[src/rtl/apb_slave_regs.sv]
// rtl/apb_slave_regs.sv - APB-style completer with eight 32-bit registers, wait states and error decode
`ifndef APB_ADDR_WIDTH
`define APB_ADDR_WIDTH 12
`endif
`ifndef APB_DATA_WIDTH
`define APB_DATA_WIDTH 32
`endif

module apb_slave_regs #(
  parameter int          ADDR_WIDTH = `APB_ADDR_WIDTH,
  parameter int          DATA_WIDTH = `APB_DATA_WIDTH,
  parameter logic [31:0] ID_VALUE   = 32'hA5B0_0001
) (
  input  logic                    clk,
  input  logic                    rst,
  input  logic [ADDR_WIDTH-1:0]   addr,
  input  logic                    sel,
  input  logic                    enable,
  input  logic                    write,
  input  logic [DATA_WIDTH-1:0]   wdata,
  input  logic [DATA_WIDTH/8-1:0] strb,
  input  logic [2:0]              prot,
  input  logic [3:0]              wait_states,
  output logic [DATA_WIDTH-1:0]   rdata,
  output logic                    ready,
  output logic                    slv_error,
  output logic                    proto_err
);

  typedef enum logic [1:0] {IDLE, SETUP, WAIT, RESP} state_e;

  state_e                  state_q, state_d, cur_state;
  logic [ADDR_WIDTH-1:0]   addr_q, addr_d;
  logic                    write_q, write_d;
  logic                    priv_q, priv_d;
  logic [DATA_WIDTH-1:0]   wdata_q, wdata_d;
  logic [DATA_WIDTH/8-1:0] strb_q, strb_d;
  logic [3:0]              cnt_q, cnt_d;
  logic [DATA_WIDTH-1:0]   regs_q [7];
  logic [DATA_WIDTH-1:0]   regs_d [7];
  logic [2:0]              idx;
  logic                    access_err;
  logic [DATA_WIDTH-1:0]   rd_val;
  logic                    unused_prot;

  assign unused_prot = ^prot[2:1];

  // The setup-phase cycle itself is the SETUP state, so a zero-wait access completes on the first enable cycle.
  assign cur_state = (state_q == IDLE && sel && !enable) ? SETUP : state_q;

  assign idx        = addr_q[4:2];
  assign access_err = (addr_q[1:0] != 2'b00)
                   || (addr_q >= ADDR_WIDTH'(32))
                   || (write_q && idx == 3'd7)
                   || (idx >= 3'd4 && idx <= 3'd6 && !priv_q);

  always_comb begin
    rd_val = DATA_WIDTH'(ID_VALUE);
    for (int i = 0; i < 7; i++) begin
      if (idx == 3'(i)) rd_val = regs_q[i];
    end
  end

  always_comb begin
    state_d   = cur_state;
    addr_d    = addr_q;
    write_d   = write_q;
    priv_d    = priv_q;
    wdata_d   = wdata_q;
    strb_d    = strb_q;
    cnt_d     = cnt_q;
    regs_d    = regs_q;
    ready     = 1'b0;
    slv_error = 1'b0;
    rdata     = '0;
    proto_err = 1'b0;
    case (cur_state)
      IDLE: begin
        state_d = IDLE;
        if (enable) proto_err = 1'b1;
      end
      SETUP: begin
        addr_d  = addr;
        write_d = write;
        priv_d  = prot[0];
        wdata_d = wdata;
        strb_d  = strb;
        cnt_d   = wait_states;
        state_d = (wait_states == 4'd0) ? RESP : WAIT;
      end
      WAIT: begin
        if (!sel) begin
          proto_err = 1'b1;
          state_d   = IDLE;
        end else begin
          cnt_d = cnt_q - 4'd1;
          if (cnt_q == 4'd1) state_d = RESP;
        end
      end
      RESP: begin
        ready     = 1'b1;
        slv_error = access_err;
        if (!access_err) begin
          if (!write_q) begin
            rdata = rd_val;
          end else begin
            for (int i = 0; i < 7; i++) begin
              for (int b = 0; b < DATA_WIDTH/8; b++) begin
                if (idx == 3'(i) && strb_q[b]) regs_d[i][8*b +: 8] = wdata_q[8*b +: 8];
              end
            end
          end
        end
        state_d = (sel && !enable) ? SETUP : IDLE;
      end
      default: state_d = IDLE;
    endcase
    if (rst) begin
      ready     = 1'b0;
      slv_error = 1'b0;
      rdata     = '0;
      proto_err = 1'b0;
    end
  end

  always_ff @(posedge clk) begin
    if (rst) begin
      state_q <= IDLE;
      addr_q  <= '0;
      write_q <= 1'b0;
      priv_q  <= 1'b0;
      wdata_q <= '0;
      strb_q  <= '0;
      cnt_q   <= '0;
      for (int i = 0; i < 7; i++) regs_q[i] <= '0;
    end else begin
      state_q <= state_d;
      addr_q  <= addr_d;
      write_q <= write_d;
      priv_q  <= priv_d;
      wdata_q <= wdata_d;
      strb_q  <= strb_d;
      cnt_q   <= cnt_d;
      for (int i = 0; i < 7; i++) regs_q[i] <= regs_d[i];
    end
  end

endmodule

[config.mk]
export PLATFORM = sky130hd
export DESIGN_NAME = apb_slave_regs
export DESIGN_NICKNAME = d
export VERILOG_FILES = /design/src/rtl/apb_slave_regs.sv
export SDC_FILE = /design/constraint.sdc
export NUM_CORES = 1
export LEC_CHECK = 0
export BUFFER_PORTS_ARGS = -buffer_cell sky130_fd_sc_hd__buf_4
export CORE_MARGIN = 2
export CORE_UTILIZATION = 35
export DETAILED_ROUTE_END_ITERATION = 6
export PLACE_DENSITY = 0.62
export SLEW_MARGIN = 10
export SYNTH_ARGS = -nofsm -noshare
export SYNTH_HDL_FRONTEND = slang
export SYNTH_SLANG_ARGS = --single-unit
[constraint.sdc]
create_clock -name clk -period 2.75 [get_ports clk]
set_clock_uncertainty 0.05 [all_clocks]
set_input_delay 0.1375 -clock clk [delete_from_list [all_inputs] [get_ports clk]]
set_output_delay 0.1375 -clock clk [all_outputs]
set_load 0.01 [all_outputs]
==> summary.txt, run 1 <==
Final layout
  – Area delta synth->final: 23.8%
  – Post-route insts no fill: 1969
  – Layout cell share with drive strength beyond 1: 18.2%
  – Number of antenna diodes: 0
  – Nets: 1555
  – Fin area: 15500 sq um

Critical path
  – CP cell instances: or4_4, nor2_8, nand4_4, buf_12, a2111oi_1, buf_4
  – Crit end category: primary output
  – Largest stage delay, worst path: 0.60 ns
  – CP max stage cell: or4_4
  – FF-to-FF path depth: 5
  – Critical path data required time: 2.56 ns
  – Type of the worst setup path: flop to primary output
  – Worst Path Buf+Inv: 2
  – CP delay by family, top: simple AND/OR/NAND/NOR gates
  – WP data arrival: 2.54 ns
  – Crit path launch type: flop
  – Crit. path cell count: 6
  – Crit-path max FO: 8

Logic synthesis
  – Syn nets: 1429
  – Avg Cell Area, Syn: 9.16 sq um
  – Yosys warns: 0
  – Synth top area share: 44.8%
  – Synth top cells by count: nand2_1, dfxtp_1, mux2i_1
  – Netlist Area Pre-Place: 12500 sq um
  – Synthesized instance count: 1367
  – Seq/Total Area, Yosys: 44.8%
  – Synth unique cells: 54
  – Seq cells post-synth: 280
  – Cell with the most instances after synthesis: nand2_1
  – Cell taking the most area after synthesis: dfxtp_1
  – Synth area leaders: dfxtp_1, mux2i_1, nand2_1
  – Primary FF master, synth: dfxtp_1
  – Asr flop ratio synth: 0%
  – Post-synth EDFFs: 0

Routing
  – Avg WL per Cell: 17.3 microns
  – Initial DRC count: 494
  – DRC: 0
  – Via density: 5.07
  – Via count: 9989
  – Routed WL: 34000 microns
  – Final ANT Viol Nets: 0
  – Drt pass-1 iters: 5

Clock network
  – H-Tree Depth: 1
  – CTS sink cnt: 280
  – Reg clk slew, reported paths: 0.06 ns
  – Worst-case clock buffer depth: 3
  – Clock root cell: clkbuf_16
  – CTS tree: built
  – Num CTS Buffers: 27
  – Worst skew pair latency: 0.53 ns

Timing
  – Peak Freq: 367 MHz
  – Worst Max-Slew Pin Slew: 0.611 ns
  – Period Utilization, post-route: 99.1%
  – Hold Fails Final Rpt: 0
  – RSZ-0062 raised after global routing: yes
  – Final setup viols: 0
  – TNS Setup: 0 ns
  – Final Max Tran Viols: 0
  – Final worst path period need: 2.73 ns
  – Worst slew margin: 59.0%

Job
  – Max-cap violations: 0

Status
  – Run status: finished, final reports clean

Power
  – Net Sw Frac: 23.0%
  – Internal power: 6410 uW
  – Power per cell area: 537 nW/um^2
  – Pleak: 0.00673 uW
  – Gate power share: 7.2%
  – Clock network power share: 43.1%
  – Seq pwr share: 49.8%
  – VDD IR max: 0.000433 V
  – Total power: 8320 uW
  – Sw Pwr: 1910 uW

Global route
  – Tot GR Track Use: 17.8%
  – Vias in the first global route: 9634
  – Initial antenna violation count: 0
  – Global route overflow: 0
  – First-pass GRT wire length: 52900 microns
  – Largest net degree at the start of global routing: 59

Min path
  – Hold WC Path Type: input port to flop
  – Worst hold stages: 4

Die
  – Die area: 37300 sq um
  – Rows: 69
  – I/O pin count: 95
  – Chip Height: 193 microns
  – CORE AREA: 35400 sq um
  – Initial Util: 35.4%
  – Die width: 193 microns

Place
  – Placed cell areas: 13800 sq um
  – PortBufs: 92
  – DPL Wire Length: 21800 microns
  – GPL Wtd Cong: 0.787
  – Placed cells: 1865
worst reg2reg max path: stages, from the launching register on:
cell     delay, ns
dfxtp_2       0.32
or4_4         0.60
buf_4         0.17
nor4_4        0.51
nand2_2       0.34
mux2i_1       0.20
layout by cell type (no fill, tap or decap), drive strengths merged, types with 4 or more instances in the layout:
cell and n:
dfxtp 280, mux2i 251, mux2 26, dlygate4sd3 55, a2bb2oi 8, nand3 20
o22ai 10, o22a 26, nand2b 14, mux4 4, a211oi 12, o21ai 6
nor2b 5, inv 6, and2 6, nand2 379, clkbuf 42, buf 134
a2111oi 19, nor2 84, nor3 5, a21oi 79
kinds of logic (layout without fill, tap and decap cells):
| logic type | count (synthesis) | in the layout | synth area share (%) |
|---|---|---|---|
| adders and majority gates | 3 | 3 | 0.280 |
| DFF | 280 | 280 | 44.8 |
| and+or+nand+nor | 534 | 534 | 18.8 |
| muxes | 281 | 281 | 23.1 |
| AOI/OAI and AO/OA | 168 | 168 | 9.65 |
| buffers and inverters | 101 | 242 | 3.35 |
power by group through the flow:
stage	Clock, uW	Combinational, uW	Sequential (uW)
after global routing	3840	648	4140
after floorplan	0	335	4200
final	3590	596	4140
after CTS	3670	567	4140
after detailed placement	0	501	4230
after global placement	0	495	4230
layer usage:
layer | GRT usage, % | wire [microns] | vias to the layer above
met5 | 0 | 0 | -
li1 | - | - | 4933
met2 | 28.6 | 15600 | 223
met4 | 3.50 | 433 | 0
met1 | 25.5 | 16300 | 4802
met3 | 2.24 | 1640 | 31
state kept, by name, indices dropped and copies added (netlist names):
| name | flops |
|---|---|
| addr_q | 12 |
| cnt_q | 4 |
| priv_q | 1 |
| regs_q | 224 |
| state_q | 2 |
| strb_q | 4 |
| wdata_q | 32 |
| write_q | 1 |
path summary, 6_finish.rpt:
kind | startpoint | end | slack, ns
hold / removal | sel | state_q[1] | 0.06
setup / recovery | addr_q[8] | rdata[30] | 0.02
hold reg to reg | strb_q[1] | strb_q[1] | 0.40
setup reg to reg | addr_q[8] | regs_q[75] | 0.44
stage by stage:
stage	setup slack, ns	hold WS (ns)	util (%)
after global placement	0.323	0.336	38.9
after CTS	0.00525	0.0365	43.0
after floorplan	0.596	0.223	-
after global routing	-0.0439	0.0797	43.8
final	0.0244	0.0572	43.8
after detailed placement	0.335	0.345	38.9
area by class of cell:
type                       count  area [sq um]
tap                          461           577
clock inverter                 4          45.0
multi-input combinational    986          6730
clock buffer                  40           795
sequential                   280          5620
fill                        3407         19900
inverter                       7          35.0
timing repair buffer         191          1690
timing repair:
| item | in CTS | in global routing |
|---|---|---|
| pin swaps | 0 | 1 |
| endpoints found under the hold margin | 54 | 0 |
| cloned | 0 | 2 |
| hold buffers | 55 | 0 |
| setup buffers | 0 | 3 |
| gates resized for setup | 10 | 24 |
| setup endpoints to repair | 30 | 20 |
Power figures use the tool's default switching activity.
==> inputs of run 2 (changes only) <==
- CORE_ASPECT_RATIO: unset -> 2
- clock period: 2.75 -> 3.3 ns (I/O delays scaled with it)
==> summary.txt, run 2 (synthesis gave the netlist of run 1 again) <==
Place
  – GPL Wtd Cong: 0.782
  – DPL Wire Length: 22500 microns
  – PortBufs: 92
  – Setup slack after placement: 0.764 ns

Clock network
  – Reg clk slew, reported paths: 0.07 ns
  – Worst skew pair latency: 0.54 ns
  – Clock root cell: clkbuf_16
  – Num CTS Buffers: 26
  – Post-CTS sizing: 0
  – Worst-case clock buffer depth: 3
  – CTS tree: built
  – CTS sink cnt: 280
  – H-Tree Depth: 1

Power
  – Power per cell area: 474 nW/um^2
  – VDD IR max: 0.000332 V
  – Pleak: 0.00666 uW

Timing
  – Worst slew margin: 53.7%
  – Hold Fails Final Rpt: 0
  – Period Utilization, post-route: 94.2%
  – Final worst path period need: 3.11 ns
  – Final setup viols: 0
  – TNS Setup: 0 ns
  – Worst Max-Slew Pin Slew: 0.685 ns
  – RSZ-0062 raised after global routing: no
  – Final Max Tran Viols: 0
  – Peak Freq: 322 MHz
  – Final setup margin: 0.190 ns

Routing
  – Drt pass-1 iters: 5
  – Initial DRC count: 575
  – Via count: 9935
  – DRC: 0
  – Avg WL per Cell: 17.3 microns
  – Via density: 5.10
  – Routed WL: 33800 microns
  – Final ANT Viol Nets: 0

Global route
  – Largest net degree at the start of global routing: 80
  – Vias in the first global route: 10000
  – Tot GR Track Use: 18.1%
  – First-pass GRT wire length: 53700 microns
  – Global route overflow: 0
  – Initial antenna violation count: 0

Critical path
  – Crit-path max FO: 18
  – Critical path data required time: 3.08 ns
  – Largest stage delay, worst path: 0.75 ns
  – CP max stage cell: or4_1
  – Crit end category: primary output
  – Worst Path Buf+Inv: 3
  – Crit path launch type: flop
  – CP most frequent cell: buf_4
  – CP delay by family, top: simple AND/OR/NAND/NOR gates
  – WP data arrival: 2.90 ns
  – CP cell instances: or4_1, nor2_8, nand4_2, buf_4, a2111oi_0, buf_4, buf_4
  – Type of the worst setup path: flop to primary output

Die
  – Initial Util: 35.2%
  – Die width: 138 microns
  – CORE AREA: 35600 sq um
  – Rows: 98
  – Die area: 37400 sq um
  – I/O pin count: 95
  – Chip Height: 271 microns

Final layout
  – Max reg flops: 224
  – Register Area: 5610 sq um
  – Fill cell count: 3463
  – Commonest non-fill, non-tap cell in the layout: nand2_1
  – Number of antenna diodes: 0
  – Nets: 1541
  – Layout cell share with drive strength beyond 1: 16.9%
  – Area delta synth->final: 21.2%
  – Commonest non-fill, non-tap cells in the layout: nand2_1, dfxtp_1, mux2i_1
  – Area of the multi-input gates: 6500 sq um
  – Largest regs: regs_q (224), wdata_q (32), addr_q (12)
  – Biggest register: regs_q

Status
  – Run status: finished, final reports clean

Job
  – Max-cap violations: 0

Min path
  – Hold WC Path Type: input port to flop
## run 2: worst paths after layout
check / start / end / slack [ns] / depth (start not counted)
setup reg to reg: addr_q[4] / regs_q[27] / 0.78 / 6
setup / recovery: addr_q[11] / rdata[1] / 0.19 / 7
hold / removal: wait_states[1] / cnt_q[1] / 0.01 / 4
hold reg to reg: addr_q[8] / addr_q[8] / 0.40 / 2
## run 2: power by group
group	internal (uW)	switching [uW]
clock	1920	1350
combinational	195	282
sequential	3410	29.9
total	5530	1670
## run 2: metrics by stage
step           std cells  util (%)  total power [uW]  hold WS, ns  area [sq um]
4_1_cts             1949      42.7              7250       0.0177         15200
3_3_place_gp        1847      38.5              3940        0.362         13700
3_5_place_dp        1847      38.5              3950        0.372         13700
5_1_grt             1949      42.7              7420       0.0379         15200
2_1_floorplan       1367         -              3780        0.251         12500
6_report            1949      42.7              7200       0.0135         15200
## run 2: metal layers
| metal | wire [microns] | track usage [%] | vias up |
|---|---|---|---|
| met2 | 17800 | 33.6 | 189 |
| met5 | 0 | 0 | - |
| met4 | 960 | 6.07 | 0 |
| met3 | 1050 | 1.76 | 55 |
| met1 | 14000 | 21.3 | 4787 |
| li1 | - | - | 4904 |
## run 2: repair_timing
action / in CTS / in global routing
hold buffers: 54 / 0
buffers inserted: 0 / 0
hold endpoints to repair: 53 / 0
## run 2: layout make-up
cell class                      instances  area share [%]
Multi-Input combinational cell        986            42.9
Sequential cell                       280            37.0
Timing Repair Buffer                  178            10.1
Clock buffer                           32            4.64
Tap cell                              450            3.71
Clock inverter                         16            1.48
Inverter                                7           0.206
## run 2: worst min-delay path: cells and delay by family
| kind | cells | cell delay (ns) |
|---|---|---|
| simple gates | 1 | 0.12 |
| compound gates | 2 | 0.21 |
| buf+inv | 1 | 0.08 |
==> inputs of run 3 (changes only) <==
--- a/config.mk
+++ b/config.mk
@@ -7,3 +7,3 @@
 export LEC_CHECK = 0
-export BUFFER_PORTS_ARGS = -buffer_cell sky130_fd_sc_hd__buf_4
+export BUFFER_PORTS_ARGS = -buffer_cell sky130_fd_sc_hd__buf_2
 export CORE_ASPECT_RATIO = 2
==> constraint.sdc (replaced) <==
create_clock -name clk -period 3.3 [get_ports clk]
set_clock_uncertainty 0.05 [all_clocks]
set_input_delay 0.66 -clock clk [delete_from_list [all_inputs] [get_ports clk]]
set_output_delay 0.66 -clock clk [all_outputs]
set_load 0.01 [all_outputs]
==> summary.txt, run 3 (synthesis gave the netlist of run 1 again) <==
Status
  – Run status: finished, final reports clean

Power
  – Pleak: 0.00645 uW
  – Power per cell area: 470 nW/um^2
  – VDD IR max: 0.000420 V

Global route
  – First-pass GRT wire length: 52300 microns
  – Vias in the first global route: 9773
  – Initial antenna violation count: 0
  – Largest net degree at the start of global routing: 108
  – Global route overflow: 0
  – Tot GR Track Use: 17.6%

Timing
  – Final setup margin: 0.105 ns
  – Final setup viols: 0
  – Worst Max-Slew Pin Slew: 0.730 ns
  – Hold Fails Final Rpt: 0
  – RSZ-0062 raised after global routing: no
  – Period Utilization, post-route: 96.8%
  – Final Max Tran Viols: 0
  – Worst slew margin: 50.7%
  – Peak Freq: 313 MHz
  – Final worst path period need: 3.20 ns

Clock network
  – Reg clk slew, reported paths: 0.07 ns
  – Worst skew pair latency: 0.53 ns
  – # hold bufs at CTS: 0
  – Clock root cell: clkbuf_16
  – H-Tree Depth: 1
  – CTS tree: built
  – CTS sink cnt: 280
  – Num CTS Buffers: 25
  – Worst-case clock buffer depth: 3

Final layout
  – Biggest register: regs_q
  – Area delta synth->final: 16.2%
  – Layout cell share with drive strength beyond 1: 18.5%
  – Commonest non-fill, non-tap cell in the layout: nand2_1
  – Commonest non-fill, non-tap cells in the layout: nand2_1, dfxtp_1, mux2i_1
  – Nets: 1503
  – Largest regs: regs_q (224), wdata_q (32), addr_q (12)
  – Number of antenna diodes: 0
  – Max reg flops: 224
  – Final Util: 40.9%

Routing
  – Via count: 9862
  – Via density: 5.17
  – Routed WL: 33600 microns
  – Final ANT Viol Nets: 0
  – DRC: 0
  – Initial DRC count: 636
  – Drt pass-1 iters: 6
  – Avg WL per Cell: 17.6 microns

Critical path
  – Type of the worst setup path: flop to primary output
  – Critical path data required time: 2.59 ns
  – CP delay by family, top: simple AND/OR/NAND/NOR gates
  – CP max stage cell: or4_4
  – Crit end category: primary output
  – Worst Path Buf+Inv: 2
  – Crit-path max FO: 8
  – CP cell instances: or4_4, nor2_8, nand4_4, clkbuf_16, a211oi_1, buf_2
  – WP data arrival: 2.49 ns
  – Crit path launch type: flop
  – Largest stage delay, worst path: 0.58 ns

Place
  – GPL Wtd Cong: 0.789
  – Setup slack after placement: 0.234 ns
  – DPL Wire Length: 22200 microns
  – PortBufs: 92

Min path
  – Hold WC Path Type: input port to flop

Die
  – Initial Util: 35.2%
  – CORE AREA: 35600 sq um
  – Rows: 98
  – Die width: 138 microns
  – Die area: 37400 sq um
  – I/O pin count: 95
  – Chip Height: 271 microns

Job
  – Max-cap violations: 0
## run 3: area by class of cell
type	count	area, sq um
Clock inverter	9	101
Inverter	7	31.3
Tap cell	450	563
Timing Repair Buffer	141	963
Fill cell	3529	21000
Multi-Input combinational cell	986	6560
Clock buffer	34	719
Sequential cell	280	5610
## run 3: what timing repair did
action | in CTS | in global routing
pin swaps | 0 | 1
setup endpoints to repair | 17 | 4
setup buffers | 0 | 1
resized for setup | 6 | 3
cloned | 0 | 2
## run 3: through the flow
stage / total power (uW) / instances / cell area, sq um / hold slack [ns] / TNS, ns
global placement: 3930 / 1861 / 13600 / 0.388 / 0
finish: 6830 / 1907 / 14500 / 0.313 / 0
detailed placement: 3940 / 1861 / 13600 / 0.394 / 0
global route: 7060 / 1907 / 14500 / 0.314 / 0
floorplan: 3780 / 1367 / 12500 / 0.381 / 0
CTS: 6890 / 1904 / 14500 / 0.294 / -0.00192
## run 3: layer usage
metal / vias up / GRT usage, % / wire length (microns)
met5: - / 0 / 0
met4: 0 / 6.31 / 1040
met3: 61 / 1.98 / 1260
met2: 215 / 31.9 / 17500
met1: 4761 / 21.0 / 13800
li1: 4825 / - / -
## run 3: worst min-delay path, cell delays in order
cell	delay [ns]
buf_2	0.10
nand2_1	0.05
a21oi_1	0.05
## run 3: worst paths after layout
path	from	cells after the start	end	slack, ns
max	addr_q[8]	6	rdata[31]	0.10
min	wdata[14]	3	wdata_q[14]	0.31
min reg2reg	strb_q[1]	2	strb_q[1]	0.40
max reg2reg	addr_q[4]	6	regs_q[27]	0.95
## run 3: power by group
part | total, uW | internal (uW) | switching, uW
clock | 2970 | 1680 | 1290
sequential | 3440 | 3410 | 30.6
combinational | 424 | 149 | 275
total | 6830 | 5240 | 1590
